==> config.mk <==
export PLATFORM = sky130hd
export DESIGN_NAME = mole_timer
export DESIGN_NICKNAME = d
export VERILOG_FILES = /design/src/rtl/mole_timer.sv
export SDC_FILE = /design/constraint.sdc
export NUM_CORES = 1
export LEC_CHECK = 0
export CAP_MARGIN = 0
export CORE_ASPECT_RATIO = 2
export CORE_MARGIN = 8
export CORE_UTILIZATION = 40
export CTS_BUF_LIST = sky130_fd_sc_hd__clkbuf_16
export CTS_CLUSTER_SIZE = 14
export DETAILED_ROUTE_END_ITERATION = 6
export PLACE_DENSITY = 0.6
export SLEW_MARGIN = 20
export SYNTH_ARGS = -nofsm -noshare
export SYNTH_HDL_FRONTEND = slang
export SYNTH_SLANG_ARGS = --single-unit
==> constraint.sdc <==
create_clock -name clk -period 2.6 [get_ports clk]
set_input_delay 0.52 -clock clk [delete_from_list [all_inputs] [get_ports clk]]
set_output_delay 0.52 -clock clk [all_outputs]
set_load 0.05 [all_outputs]
==> src/rtl/mole_timer.sv <==
// Per-mole millisecond timer: prescaled 1 ms tick, saturating up/down count, tick/expiry pulses.
// Define MOLE_TIMER_RANDOM_EN to take the down-load value from a 16-bit LFSR instead of MAX_MS.
module mole_timer #(
  parameter int unsigned CLKS_PER_MS = 50000,
  parameter int unsigned MAX_MS      = 2047,
  parameter int unsigned MIN_MS      = 250
) (
  input  logic                      clk,
  input  logic                      rst_n,
  input  logic                      reset,
  input  logic                      up,
  input  logic                      enable,
  output logic [$clog2(MAX_MS)-1:0] timer_value,
  output logic                      ms_tick,
  output logic                      expired
);

  localparam int unsigned W  = $clog2(MAX_MS);
  localparam int unsigned PW = $clog2(CLKS_PER_MS);

  localparam logic [W-1:0]  MaxVal    = W'(MAX_MS);
  localparam logic [W-1:0]  MaxValM1  = W'(MAX_MS - 1);
  localparam logic [W-1:0]  MinVal    = W'(MIN_MS);
  localparam logic [PW-1:0] PrescLast = PW'(CLKS_PER_MS - 1);

  logic [PW-1:0] r_presc, w_presc_d;
  logic [W-1:0]  r_value, w_value_d;
  logic          r_tick, w_tick_d;
  logic          r_expired, w_expired_d;
  logic [W-1:0]  w_load;

`ifdef MOLE_TIMER_RANDOM_EN
  logic [15:0]  r_lfsr;
  logic         w_fb;
  logic [W-1:0] w_c;

  // Right-shifting Fibonacci form of taps 16/14/13/11.
  assign w_fb = r_lfsr[0] ^ r_lfsr[2] ^ r_lfsr[3] ^ r_lfsr[5];

  always_ff @(posedge clk or negedge rst_n) begin
    if (!rst_n) begin
      r_lfsr <= 16'hACE1;
    end else begin
      r_lfsr <= {w_fb, r_lfsr[15:1]};
    end
  end

  // Fold the raw sample into [MIN_MS, MAX_MS]; c + MIN_MS cannot exceed MAX_MS.
  always_comb begin
    w_c = r_lfsr[W-1:0];
    if (w_c < MinVal) begin
      w_load = w_c + MinVal;
    end else if (w_c > MaxVal) begin
      w_load = MaxVal;
    end else begin
      w_load = w_c;
    end
  end
`else
  assign w_load = MaxVal;
`endif

  always_comb begin
    w_presc_d   = r_presc;
    w_value_d   = r_value;
    w_tick_d    = 1'b0;
    w_expired_d = 1'b0;
    if (reset) begin
      w_presc_d = '0;
      w_value_d = up ? '0 : w_load;
    end else if (enable) begin
      if (r_presc == PrescLast) begin
        w_presc_d = '0;
        w_tick_d  = 1'b1;
        // Saturated steps still tick but never re-raise expired.
        if (up) begin
          if (r_value != MaxVal) begin
            w_value_d   = r_value + W'(1);
            w_expired_d = (r_value == MaxValM1);
          end
        end else if (r_value != '0) begin
          w_value_d   = r_value - W'(1);
          w_expired_d = (r_value == W'(1));
        end
      end else begin
        w_presc_d = r_presc + PW'(1);
      end
    end
  end

  always_ff @(posedge clk or negedge rst_n) begin
    if (!rst_n) begin
      r_presc   <= '0;
      r_value   <= '0;
      r_tick    <= 1'b0;
      r_expired <= 1'b0;
    end else begin
      r_presc   <= w_presc_d;
      r_value   <= w_value_d;
      r_tick    <= w_tick_d;
      r_expired <= w_expired_d;
    end
  end

  assign timer_value = r_value;
  assign ms_tick     = r_tick;
  assign expired     = r_expired;

endmodule

## Word-level counts from Yosys, hierarchy flattened

Cells that the tools add are included.

| word-level totals | value |
|---|---|
| bits of input ports | 5 |
| bits in latches | 0 |
| memories kept | 0 |
| memory bits (read-only) | 0 |
| bits in writable memories | 0 |
| flip-flop bits (word level) | 29 |
| output and inout bits | 13 |

| operators by class | value |
|---|---|
| reductions and logical operators | 5 |
| bitwise operators | 0 |
| multiply operators | 0 |
| equality and inequality tests | 5 |
| div/mod/pow operators | 0 |
| shift operators | 0 |
| add/sub/neg operators | 3 |
| multiplexer cells | 19 |
| order comparisons | 0 |

Operator list:

| kind | count |
|---|---|
| 2-to-1 mux 11 bit | 7 |
| 2-to-1 mux 16 bit | 3 |
| adder 16 x 1 -> 16 bit, second input constant | 1 |
| equality test 16 bit, second input constant | 1 |
| adder 11 x 1 -> 11 bit, second input constant | 1 |
| equality test 11 x 1 -> 1 bit, second input constant | 1 |
| equality test 11 bit, second input constant | 1 |
| inequality test 11 bit, second input constant | 1 |
| nonzero test 11 bit | 1 |
| subtractor 11 x 1 -> 11 bit, second input constant | 1 |
| 2-to-1 mux 1 bit | 9 |
| AND reduction 4 bit | 1 |
| nonzero test 2 bit | 2 |
| inequality test 3 x 2 -> 1 bit, second input constant | 1 |
| nonzero test 3 bit | 1 |

## Longest topological paths before layout

Gate-level depths: netlist (run 1).

| depth | value |
|---|---|
| depth after elaboration | 6 |
| mapped depth | 8 |
| depth with buffers taken out | 7 |

## Least setup slack after synthesis (run 1)

OpenSTA, ideal clock, no wires.

| timing | value |
|---|---|
| kind | flip-flop to flip-flop |
| start point | register r_value[0], in the netlist timer_value[0] |
| end point | register r_value[1], in the netlist timer_value[1] |
| setup time | 0.140 ns |
| setup slack | 0.015 ns |
| arrival | 2.444 ns |
| data required time | 2.460 ns |
| buffers on the path | 1 |
| stages on the path, launching flop included | 9 |
| clock period less this slack | 2.585 ns |
| path through | dfrtp_1 -> inv_1 -> ha_1 -> or3b_2 -> or4_4 -> nand4_4 -> buf_8 -> mux2i_1 -> a22oi_1 |

| on the way | value |
|---|---|
| longest elaborated chain between the ends | 6 |
| elaborated cells between the ends (all ways) | 13 |
| classes of those cells | add/sub: 2; eq/ne: 2; mux: 6; reduce/logical: 3 |

RTL lines:

| element | RTL line | text |
|---|---|---|
| start, declared | 27 | `logic [W-1:0] r_value, w_value_d;` |
| start signal, assigned | 99 | `r_value <= w_value_d;` |
| subtractor 11 x 1 -> 11 bit or adder 11 x 1 -> 11 bit (tied branches) | 82, 78 |  |
| 2-to-1 mux 11 bit (on tied branches) | 81, 77 |  |
| 2-to-1 mux 11 bit | 76 | `if (up) begin` |
| 2-to-1 mux 11 bit | 72 | `if (r_presc == PrescLast) begin` |
| 2-to-1 mux 11 bit | 71 | `end else if (enable) begin` |
| 2-to-1 mux 11 bit | 68 | `if (reset) begin` |

Parallel ways exist; a longest one is shown, timed or not. The select of a mux whose other input is x is not followed.
A chain may end at the register's enable or synchronous reset.

## Worst setup path after layout (run 1)

| timing | value |
|---|---|
| start point | input port up |
| end point | register r_value[7], in the netlist timer_value[7] |

| on the way | value |
|---|---|
| longest elaborated chain between the ends | 4 |
| elaborated cells between the ends (all ways) | 8 |
| classes of those cells | eq/ne: 1; mux: 5; reduce/logical: 2 |

RTL lines:

| element | RTL line | text |
|---|---|---|
| start, declared | 11 | `input logic up,` |
| 2-to-1 mux 11 bit | 76 |  |
| 2-to-1 mux 11 bit | 72 |  |
| 2-to-1 mux 11 bit | 71 |  |
| 2-to-1 mux 11 bit | 68 |  |

Parallel ways exist; a longest one is shown, timed or not. The select of a mux whose other input is x is not followed.

==> results by group, run 1 <==
Run status
  – Status: finished, final reports clean

Pwr
  – Final Power: 1290 uW
  – Switching share of power: 29.8%
  – Cell internal pwr: 907 uW
  – Leak Pwr: 0.000929 uW
  – Gate power share: 18.3%
  – Maximum VDD drop: 0.000331 V
  – P_sw: 386 uW
  – Reg power frac: 39.0%
  – Clock group share of total power: 42.7%
  – Power Density: 564 nW/um^2

Detailed routing
  – Initial DRC Count: 42
  – Final wirelength: 4960 um
  – DR WL/cell: 17.0 um
  – DRT Pass-1 Iters: 4
  – Avg Vias per Cell: 5.82
  – DRC violations left: 0
  – ANT nets after route: 0
  – Via count: 1,699

Clock tree
  – Clock slew at reported path FFs: 50 ps
  – Clk_lat worst skew: 270 ps
  – Hold Buf Count CTS: 0
  – Root Buffer: clkbuf_16
  – TritonCTS Buffers: 5
  – Total of cells resized after clock tree synthesis: 0
  – Clk sinks: 29
  – CTS H-tree lvls: 2
  – Clock Tree Buf Depth: 2
  – CTS tree: yes
  – Setup repair bufs after CTS: 0

Cells and area
  – Layout cell share with drive strength beyond 1: 16.9%
  – Finished Core Util: 50.3%
  – P&R area growth vs syn: 22.7%
  – Area of the multi-input gates: 1030 sq um
  – Register area: 726 sq um
  – Fin nets: 246
  – Filler cell count: 460
  – Diodes inserted: 0

Worst setup path
  – Critical setup path kind: in -> reg
  – Critical Path Max Stage Delay: 600 ps
  – Req. time, crit path: 2790 ps
  – Crit path buf inv count: 2
  – Setup crit end kind: register
  – Cell family with most CP delay: simple AND/OR/NAND/NOR gates
  – Slowest CP cell: or4_1
  – CP cell instances: clkdlybuf4s50_1 > or4_1 > buf_4 > nor3_1 > a31oi_1 > or3_2 > a31oi_1
  – Crit path DAT: 2580 ps
  – Most frequent CP cell: a31oi_1
  – Crit path max fanout: 6
  – Nature of the critical path startpoint: input port

Yosys
  – Gate Count Post-Synth: 205
  – Post-synth top cells: dfrtp_1 (29), nor2_1 (28), nand2_1 (11), o21ai_0 (11), a31oi_1 (9)
  – Number of synthesized flops with an enable pin: 0
  – Synth area leaders: dfrtp_1 (39%), nor2_1 (5.6%), xor2_1 (3.8%)
  – Post-synthesis cell type count: 50
  – Yosys reg bits: 29
  – Syn Nets: 215
  – Mapped cell area: 1870 sq um
  – Area leader, netlist: dfrtp_1
  – Top cell type's share of synthesized area: 38.8%
  – Post-synth ARST share: 100%
  – Most frequent cell after synthesis: dfrtp_1
  – Sequential fraction of the synthesis area: 38.8%
  – Post-Syn Area per Cell: 9.11 sq um
  – Synth warn: 0
  – Synth Flop Type: dfrtp_1

Global route
  – GRT overflow: 0
  – Gr usage total: 14.3%
  – Antenna violations before repair: 0
  – Largest net degree at the start of global routing: 30
  – Met3 Usage GRT: 2.79%
  – Vias in the first global route: 1,723
  – First-pass GRT wire length: 8270 um
  – M1 GR Usage: 13.8%
  – Grt met2 use: 27.2%
  – Layer with the highest usage: met2

Place
  – I/O Buffers: 17
  – RePlAce Congestion: 0.868
  – Detailed-placement wirelength estimate: 3750 um
  – Place WS: -57.0 ps

Die
  – Die Y-Extent: 113 um
  – Overall die width: 64.3 um
  – Row Count: 35
  – I/O pin count: 18
  – Die footprint: 7250 sq um
  – Initial core utilization: 41.0%
  – Core area: 4550 sq um

Timing
  – Post-route setup slack: 210 ps
  – Period utilization: 91.9%
  – RSZ-0062 raised after global routing: no
  – Fmax: 418 MHz
  – Final setup fails: 0
  – Slew @ Worst Pin: 503 ps
  – Final Hold Viols: 0
  – Slew Viols, Final: 0
  – Slew headroom: 66.4%
  – Min Clock Period, post-route: 2390 ps
  – Clock skew: 3.33 ps

Worst hold path
  – Min-delay worst type: reg -> reg

Flow run
  – Max Cap Viol: 0
==> power by group through the flow <==
stage	sequential, uW	combinational [uW]	clock, uW
after global placement	510	238	0
final	504	237	552
after CTS	503	239	559
after floorplan	561	100	0
after global routing	507	257	573
after detailed placement	510	238	0
==> flip-flops by register name (all words and copies together), names as in the netlist <==
register and count:
ms_tick 1, r_presc 16, expired 1, timer_value 11
==> cell type report <==
cell class	count	share of cell area (%)
Timing Repair Buffer	35	13.3
Inverter	7	1.15
Sequential cell	29	31.7
Multi-Input combinational cell	158	44.8
Tap cell	55	3.00
Clock buffer	5	5.46
Clock inverter	3	0.600
==> routing by layer <==
metal  up-vias  part of all wire [%]
met5         -                     0
met4         0                   3.6
met3        15                   2.3
met2        32                    57
met1       838                    37
li1        814                     -
==> path summary, 6_finish.rpt <==
check / startpoint / endpoint / slack, ps / cells after the start
hold / removal: r_presc[0] / r_presc[0] / 530 / 1
min in group asynchronous: rst_n / r_presc[9] / 640 / 2
setup / recovery: up / timer_value[7] / 210 / 7
setup reg to reg: timer_value[0] / timer_value[1] / 220 / 7
max in group asynchronous: rst_n / timer_value[5] / 1660 / 2
hold reg to reg: r_presc[0] / r_presc[0] / 530 / 1
==> placed cells by master, fill, tap and decap left out, drive strengths merged, types with 2 or more instances in the layout <==
cell | Yosys | layout
o21ai | 11 | 11
xor2 | 8 | 8
nand4 | 9 | 9
mux2i | 2 | 2
a31oi | 9 | 9
nand3 | 8 | 8
and4 | 3 | 3
clkbuf | 3 | 5
nand2 | 11 | 11
a21oi | 7 | 7
nor4 | 4 | 4
inv | 7 | 8
nor3 | 8 | 8
and4b | 2 | 2
or4 | 5 | 5
or3 | 8 | 8
a211oi | 2 | 2
dfrtp | 29 | 29
nand4b | 2 | 2
and3 | 4 | 4
clkdlybuf4s50 | 0 | 17
clkinv | 0 | 2
and2 | 2 | 2
buf | 7 | 18
nor2 | 28 | 28
xnor2 | 6 | 6
ha | 5 | 5
==> through the flow <==
stage	hold slack, ps	area [sq um]	instances	setup TNS, ps
floorplan	224	1870	205	0
global placement	528	2150	284	-70.9
detailed placement	534	2150	284	-147
CTS	542	2290	292	0
global route	589	2290	292	0
finish	530	2290	292	0
==> worst register-to-register path, delay by kind of cell (launching register included) <==
kind | cells | cell delay [ps]
AOI/OAI and AO/OA | 1 | 100
adders and majority gates | 1 | 230
buffers and inverters | 1 | 150
DFF | 1 | 430
muxes | 1 | 210
and+or+nand+nor | 3 | 1150
==> cell families (layout without fill, tap and decap cells) <==
| kind of cell | after synthesis | in the layout | synth area share (%) |
|---|---|---|---|
| AOI/OAI and AO/OA | 36 | 36 | 11.7 |
| and+or+nand+nor | 101 | 101 | 32.4 |
| DFF | 29 | 29 | 38.8 |
| muxes | 2 | 2 | 1.07 |
| buffers and inverters | 18 | 50 | 6.16 |
| adders and majority gates | 5 | 5 | 3.35 |
| xor gates and xnor gates | 14 | 14 | 6.56 |
(Power assumes the default switching activity.)
==> run 2, diff against run 1 <==
Settings changed: ABC_AREA set to 1.
==> run 2 against run 1 <==
Compared with the run above: combinational power up 86%; largest power group is now registers; critical path type is now reg -> out; via count rose by 20%; non-clock buffer count fell by 15; fmax grew 7.6%; global-route usage up 0.39 points; first-iteration DRC count grew to 2.9 times the previous value; power grew 21%; sequential power is 14% higher; clock-buffer cell count unchanged.
==> results by group, run 2 <==
Clock tree
  – Clock slew at reported path FFs: 50 ps (about the same)
  – CTS tree: yes (unchanged)
  – Clk sinks: 29 (unchanged)
  – Clock Tree Buf Depth: 2 (unchanged)
  – TritonCTS Buffers: 5 (unchanged)
  – CTS H-tree lvls: 2 (unchanged)
  – Root Buffer: clkbuf_16 (unchanged)
  – Hold Buf Count CTS: 0 (unchanged)
  – Setup repair bufs after CTS: 0 (unchanged)
  – Clk_lat worst skew: 280 ps (was 270 ps)
  – Total of cells resized after clock tree synthesis: 0 (unchanged)

Die
  – Row Count: 37 (was 35)
  – Die footprint: 7870 sq um (was 7250 sq um)
  – Core area: 5050 sq um (was 4550 sq um)
  – I/O pin count: 18 (unchanged)
  – Overall die width: 66.8 um (was 64.3 um)
  – Initial core utilization: 41.0% (about the same)
  – Die Y-Extent: 118 um (was 113 um)

Timing
  – Slew headroom: 66.6% (was 66.4%)
  – Final Hold Viols: 0 (unchanged)
  – Fmax: 450 MHz (was 418 MHz)
  – Slew Viols, Final: 0 (unchanged)
  – Worst-case hold slack: 532 ps (was 530 ps)
  – Slew @ Worst Pin: 500 ps (was 503 ps)
  – Min Clock Period, post-route: 2220 ps (was 2390 ps)
  – Final setup fails: 0 (unchanged)
  – Setup TNS: 0 ps (unchanged)
  – Period utilization: 85.5% (was 91.9%)
  – RSZ-0062 raised after global routing: no (unchanged)
  – Post-route setup slack: 378 ps (was 210 ps)
  – Clock skew: 4.25 ps (was 3.33 ps)

Worst setup path
  – Critical Path Max Stage Delay: 870 ps (was 600 ps)
  – Critical setup path kind: reg -> out (was in -> reg)
  – Setup crit end kind: primary output (was register)
  – Cell family with most CP delay: buffers and inverters (was simple AND/OR/NAND/NOR gates)
  – Crit path DAT: 1700 ps (was 2580 ps)
  – Crit path max fanout: 9 (was 6)
  – Reg2Reg Setup Slack: 820 ps (was 220 ps)
  – Req. time, crit path: 2080 ps (was 2790 ps)
  – Reg2reg start: timer_value[0] (unchanged)
  – Crit path depth: 1 (was 7)
  – Nature of the critical path startpoint: register (was input port)
  – Critical R2R Capture: timer_value[0] (was timer_value[1])
  – Crit path buf inv count: 1 (was 2)
  – Slowest CP cell: clkdlybuf4s50_1 (was or4_1)
  – CP cell instances: clkdlybuf4s50_1 (was clkdlybuf4s50_1 > or4_1 > buf_4 > nor3_1 > a31oi_1 > or3_2 > a31oi_1)
  – FF-to-FF path depth: 9 (was 7)

Yosys
  – Number of synthesized flops with an enable pin: 0 (unchanged)
  – Post-synthesis cell type count: 32 (was 50)
  – Yosys reg bits: 29 (unchanged)
  – Sequential fraction of the synthesis area: 35.1% (was 38.8%)
  – Compound-Gate Fraction of Synth Area: 11.3% (was 11.7%)
  – Synth Flop Type: dfrtp_1 (unchanged)
  – Most frequent cell after synthesis: nand2_1 (was dfrtp_1)
  – Area leader, netlist: dfrtp_1 (unchanged)
  – Adder-cell share of the synthesized area: 3.02% (was 3.35%)
  – Post-Synth Simple-Gate Area: 39.7% (was 32.4%)
  – Gate Count Post-Synth: 300 (was 205)
  – Post-synth top cells: nand2_1 (86), nor2_1 (41), dfrtp_1 (29), inv_1 (29), o21ai_0 (25) (was dfrtp_1 (29), nor2_1 (28), nand2_1 (11), o21ai_0 (11), a31oi_1 (9))
  – Top cell type's share of synthesized area: 35.1% (was 38.8%)
  – Mapped cell area: 2070 sq um (was 1870 sq um)
  – Synth Area in XOR/XNOR: 1.69% (was 6.56%)
  – Synth area leaders: dfrtp_1 (35%), nand2_1 (16%), nor2_1 (7.4%) (was dfrtp_1 (39%), nor2_1 (5.6%), xor2_1 (3.8%))
  – Mux cell area share after synthesis: 0% (was 1.07%)
  – Post-synth ARST share: 100% (unchanged)
  – Largest family of logic cells by synthesized area: simple AND/OR/NAND/NOR gates (unchanged)
  – Syn Nets: 310 (was 215)
  – Synth warn: 0 (unchanged)
  – Post-Syn Area per Cell: 6.89 sq um (was 9.11 sq um)

Cells and area
  – Max reg flops: 16 (unchanged)
  – P&R area growth vs syn: 16.9% (was 22.7%)
  – Non-Filler Instances: 380 (was 292)
  – Fin nets: 331 (was 246)
  – Finished Core Util: 47.9% (was 50.3%)
  – Diodes inserted: 0 (unchanged)
  – Commonest non-fill, non-tap cell in the layout: nand2_1 (was dfrtp_1)
  – Most frequent cells in the layout: nand2_1 (86), nor2_1 (41), inv_1 (30) (was dfrtp_1 (29), nor2_1 (28), buf_4 (18))
  – Layout cell share with drive strength beyond 1: 9.32% (was 16.9%)
  – Top reg by flops: r_presc (unchanged)

Pwr
  – Maximum VDD drop: 0.000687 V (was 0.000331 V)
  – Reg power frac: 36.8% (was 39.0%)
  – Gate power share: 28.1% (was 18.3%)
  – Leak Pwr: 0.00113 uW (was 0.000929 uW)
  – Switching share of power: 37.1% (was 29.8%)
  – Clock group share of total power: 35.1% (was 42.7%)
  – Power Density: 648 nW/um^2 (was 564 nW/um^2)
  – Cell internal pwr: 986 uW (was 907 uW)
  – P_sw: 580 uW (was 386 uW)

Place
  – RePlAce Congestion: 0.908 (was 0.868)
  – Placed instance count: 372 (was 284)
  – I/O Buffers: 17 (unchanged)
  – Detailed-placement wirelength estimate: 4060 um (was 3750 um)
  – Place WS: 345 ps (was -57.0 ps)

Global route
  – Vias in the first global route: 1,977 (was 1,723)
  – Gr usage total: 14.7% (was 14.3%)
  – Antenna violations before repair: 0 (unchanged)
  – First-pass GRT wire length: 9130 um (was 8270 um)
  – GRT overflow: 0 (unchanged)
  – Largest net degree at the start of global routing: 16 (was 30)

Detailed routing
  – ANT nets after route: 0 (unchanged)
  – Avg Vias per Cell: 5.34 (was 5.82)
  – Via count: 2,031 (was 1,699)
  – Initial DRC Count: 122 (was 42)
  – DRT Pass-1 Iters: 4 (unchanged)
  – Final wirelength: 5380 um (was 4960 um)
  – DRC violations left: 0 (unchanged)
  – DR WL/cell: 14.2 um (was 17.0 um)

Run status
  – Status: finished, final reports clean (unchanged)

Worst hold path
  – Hold Startpoint: r_presc[13] (was r_presc[0])
  – Hold Crit Depth: 2 (was 1)
  – Min-delay worst type: reg -> reg (unchanged)
  – WHS Endpoint: r_presc[13] (was r_presc[0])

Flow run
  – Max Cap Viol: 0 (unchanged)
[run 2: cell types whose count changed in the layout (fill, tap and decap cells not counted), moves of 6 or more]
cell     before  now
a31oi_1       9    0
nor2_1       28   41
nand2_1      11   86
xnor2_1       6    0
nand3_1       8   22
buf_4        18    3
inv_1         8   30
o21ai_0      11   25
[run 2: layout make-up]
cell class / instances / area [sq um]
flip-flops and latches: 29 / 726
clock buffers: 5 / 125
clock inverters: 3 / 13.8
inverters: 34 / 135
fillers: 531 / 2630
well taps: 58 / 72.6
multi-input cells: 231 / 1150
repair buffers: 20 / 193
[run 2: worst max-delay path by stage]
stage              startpoint        endpoint
6_report       timer_value[4]  timer_value[4]
5_1_grt        timer_value[4]  timer_value[4]
2_1_floorplan  timer_value[0]  timer_value[1]
3_5_place_dp               up  timer_value[4]
4_1_cts        timer_value[4]  timer_value[4]
3_3_place_gp               up  timer_value[4]
[run 2: logic make-up after synthesis]
family | after synthesis
AO/OA/AOI/OAI | 43
XOR/XNOR | 4
adder cells (fa/ha/maj) | 5
buffers and inverters | 40
flip-flops | 29
AND/OR/NAND/NOR | 179
[run 2: routing by layer]
| metal | up-vias | global-route usage [%] | routed length (um) |
|---|---|---|---|
| met5 | - | 0 | 0 |
| met4 | 0 | 5.92 | 125 |
| met3 | 13 | 3.43 | 271 |
| met2 | 50 | 22.8 | 2610 |
| met1 | 951 | 18.6 | 2380 |
| li1 | 1017 | - | - |
[run 2: through the flow]
stage | area (sq um) | power (uW)
after floorplan | 2070 | 886
after global placement | 2280 | 1020
after detailed placement | 2280 | 1020
after CTS | 2420 | 1580
after global routing | 2420 | 1650
final | 2420 | 1570
[run 2: power groups by stage]
stage | clock network, uW | logic, uW | registers (uW)
2_1_floorplan | 0 | 233 | 652
3_3_place_gp | 0 | 439 | 581
3_5_place_dp | 0 | 442 | 583
4_1_cts | 557 | 443 | 575
5_1_grt | 582 | 486 | 584
6_report | 549 | 440 | 577
==> run 3, diff against run 2 <==
Settings changed: CTS_CLUSTER_DIAMETER set to 80, PLACE_DENSITY 0.6 to 0.69.
==> run 3 against run 2 <==
Compared with the run above: via count down 0.89%; cell area is 0.36% higher; routed wire length is 6.1% lower; clock skew is 1.7 ps higher; power is 5.6% higher; clock power increased by 16%; worst hold slack got worse by 4.2 ps; global-route usage decreased by 0.99 points.
==> results by group, run 3 (same netlist as run 2, synthesis figures left out) <==
Run status
  – Status: finished, final reports clean (unchanged)

Timing
  – Clock skew: 5.99 ps (was 4.25 ps)
  – Final Hold Viols: 0 (unchanged)
  – Period utilization: 84.8% (was 85.5%)
  – Slew headroom: 66.2% (was 66.6%)
  – Slew @ Worst Pin: 505 ps (was 500 ps)
  – RSZ-0062 raised after global routing: no (unchanged)
  – Setup TNS: 0 ps (unchanged)
  – Min Clock Period, post-route: 2200 ps (was 2220 ps)
  – Post-route setup slack: 395 ps (was 378 ps)
  – Final setup fails: 0 (unchanged)
  – Fmax: 454 MHz (was 450 MHz)
  – Slew Viols, Final: 0 (unchanged)
  – Worst-case hold slack: 528 ps (was 532 ps)

Global route
  – Antenna violations before repair: 0 (unchanged)
  – M1 GR Usage: 16.4% (was 18.6%)
  – Vias in the first global route: 2,020 (was 1,977)
  – Largest net degree at the start of global routing: 30 (was 16)
  – Gr usage total: 13.7% (was 14.7%)
  – First-pass GRT wire length: 8660 um (was 9130 um)
  – Grt met2 use: 21.1% (was 22.8%)
  – Layer with the highest usage: met2 (unchanged)
  – GRT overflow: 0 (unchanged)
  – Met3 Usage GRT: 4.19% (was 3.43%)

Clock tree
  – CTS tree: yes (unchanged)
  – Clock slew at reported path FFs: 50 ps (about the same)
  – Clock Tree Buf Depth: 2 (unchanged)
  – Total of cells resized after clock tree synthesis: 0 (unchanged)
  – CTS H-tree lvls: 2 (unchanged)
  – Setup repair bufs after CTS: 0 (unchanged)
  – TritonCTS Buffers: 5 (unchanged)
  – Clk_lat worst skew: 280 ps (about the same)
  – Clk sinks: 29 (unchanged)
  – Root Buffer: clkbuf_16 (unchanged)
  – Hold Buf Count CTS: 0 (unchanged)

Worst setup path
  – Reg2reg start: timer_value[0] (unchanged)
  – FF-to-FF path depth: 9 (unchanged)
  – Cell family with most CP delay: buffers and inverters (unchanged)
  – Slowest CP cell: clkdlybuf4s50_1 (unchanged)
  – Req. time, crit path: 2080 ps (about the same)
  – Crit path max fanout: 9 (unchanged)
  – Critical Path Max Stage Delay: 880 ps (was 870 ps)
  – Critical setup path kind: reg -> out (unchanged)
  – Reg2Reg Setup Slack: 840 ps (was 820 ps)
  – Crit path buf inv count: 1 (unchanged)
  – Crit path DAT: 1680 ps (was 1700 ps)
  – Setup crit end kind: primary output (unchanged)
  – Critical R2R Capture: timer_value[2] (was timer_value[0])
  – Nature of the critical path startpoint: register (unchanged)
  – CP cell instances: clkdlybuf4s50_1 (unchanged)

Cells and area
  – P&R area growth vs syn: 17.3% (was 16.9%)
  – Layout cell share with drive strength beyond 1: 8.44% (was 9.32%)
  – Fin nets: 329 (was 331)
  – Top reg by flops: r_presc (unchanged)
  – Diodes inserted: 0 (unchanged)
  – Commonest non-fill, non-tap cell in the layout: nand2_1 (unchanged)
  – Filler cell count: 482 (was 531)
  – Finished Core Util: 48.1% (was 47.9%)
  – Max reg flops: 16 (unchanged)
  – Most frequent cells in the layout: nand2_1 (86), nor2_1 (41), inv_1 (30) (unchanged)

Pwr
  – Final Power: 1650 uW (was 1570 uW)
  – Switching share of power: 34.6% (was 37.1%)
  – Leak Pwr: 0.00113 uW (about the same)
  – Power Density: 681 nW/um^2 (was 648 nW/um^2)
  – Clock group share of total power: 38.7% (was 35.1%)
  – Maximum VDD drop: 0.000525 V (was 0.000687 V)
  – P_sw: 572 uW (was 580 uW)
  – Reg power frac: 34.8% (was 36.8%)
  – Cell internal pwr: 1080 uW (was 986 uW)
  – Gate power share: 26.5% (was 28.1%)

Worst hold path
  – Min-delay worst type: reg -> reg (unchanged)
  – Hold Crit Depth: 2 (unchanged)
  – Hold Startpoint: r_presc[13] (unchanged)
  – WHS Endpoint: r_presc[13] (unchanged)

Die
  – I/O pin count: 18 (unchanged)
  – Row Count: 37 (unchanged)
  – Initial core utilization: 41.0% (unchanged)
  – Core area: 5050 sq um (unchanged)
  – Die footprint: 7870 sq um (unchanged)
  – Die Y-Extent: 118 um (unchanged)
  – Overall die width: 66.8 um (unchanged)

Detailed routing
  – DRT Pass-1 Iters: 4 (unchanged)
  – Via count: 2,013 (was 2,031)
  – DR WL/cell: 13.4 um (was 14.2 um)
  – Final wirelength: 5060 um (was 5380 um)
  – Initial DRC Count: 155 (was 122)
  – ANT nets after route: 0 (unchanged)
  – Avg Vias per Cell: 5.33 (was 5.34)
  – DRC violations left: 0 (unchanged)

Place
  – I/O Buffers: 17 (unchanged)
  – Place WS: 366 ps (was 345 ps)
  – Detailed-placement wirelength estimate: 3690 um (was 4060 um)
  – RePlAce Congestion: 0.870 (was 0.908)

Flow run
  – Max Cap Viol: 0 (unchanged)
run 3: cell types whose count changed in the layout (fill, tap and decap cells not counted):
cell	before	now
clkinv_2	2	0
bufinv_16	0	1
clkinv_1	0	1
buf_4	3	1
run 3: per-layer routing:
metal	part of all wire, %	wire, um
met5	0	0
met4	1.9	96
met3	7.9	399
met2	47	2400
met1	43	2160
run 3: through the flow:
step / cell area (sq um) / std cells
final: 2430 / 378
after global routing: 2430 / 378
after CTS: 2430 / 378
after detailed placement: 2260 / 370
after global placement: 2260 / 370
after floorplan: 2070 / 300
run 3: area by class of cell:
type                       instances  area, sq um  area share (%)
multi-input combinational        231         1150            47.5
sequential                        29          726            29.9
timing repair buffer              18          178            7.32
inverter                          34          135            5.57
clock buffer                       5          125            5.16
tap                               58         72.6            2.99
clock inverter                     3         37.5            1.55
run 3: worst max path at each step:
stage	slack, ps	from	to	cells after the start
after global placement	400	up	timer_value[4]	11
after global routing	350	timer_value[4]	timer_value[4]	1
after floorplan	730	timer_value[0]	timer_value[1]	10
after CTS	390	timer_value[4]	timer_value[4]	1
after detailed placement	370	reset	r_presc[12]	9
final	400	timer_value[4]	timer_value[4]	1
run 3: power by group through the flow:
stage	registers (uW)	logic (uW)	clock network [uW]
floorplan	652	233	0
global placement	580	434	0
detailed placement	581	438	0
CTS	573	441	645
global route	585	483	668
finish	575	439	639
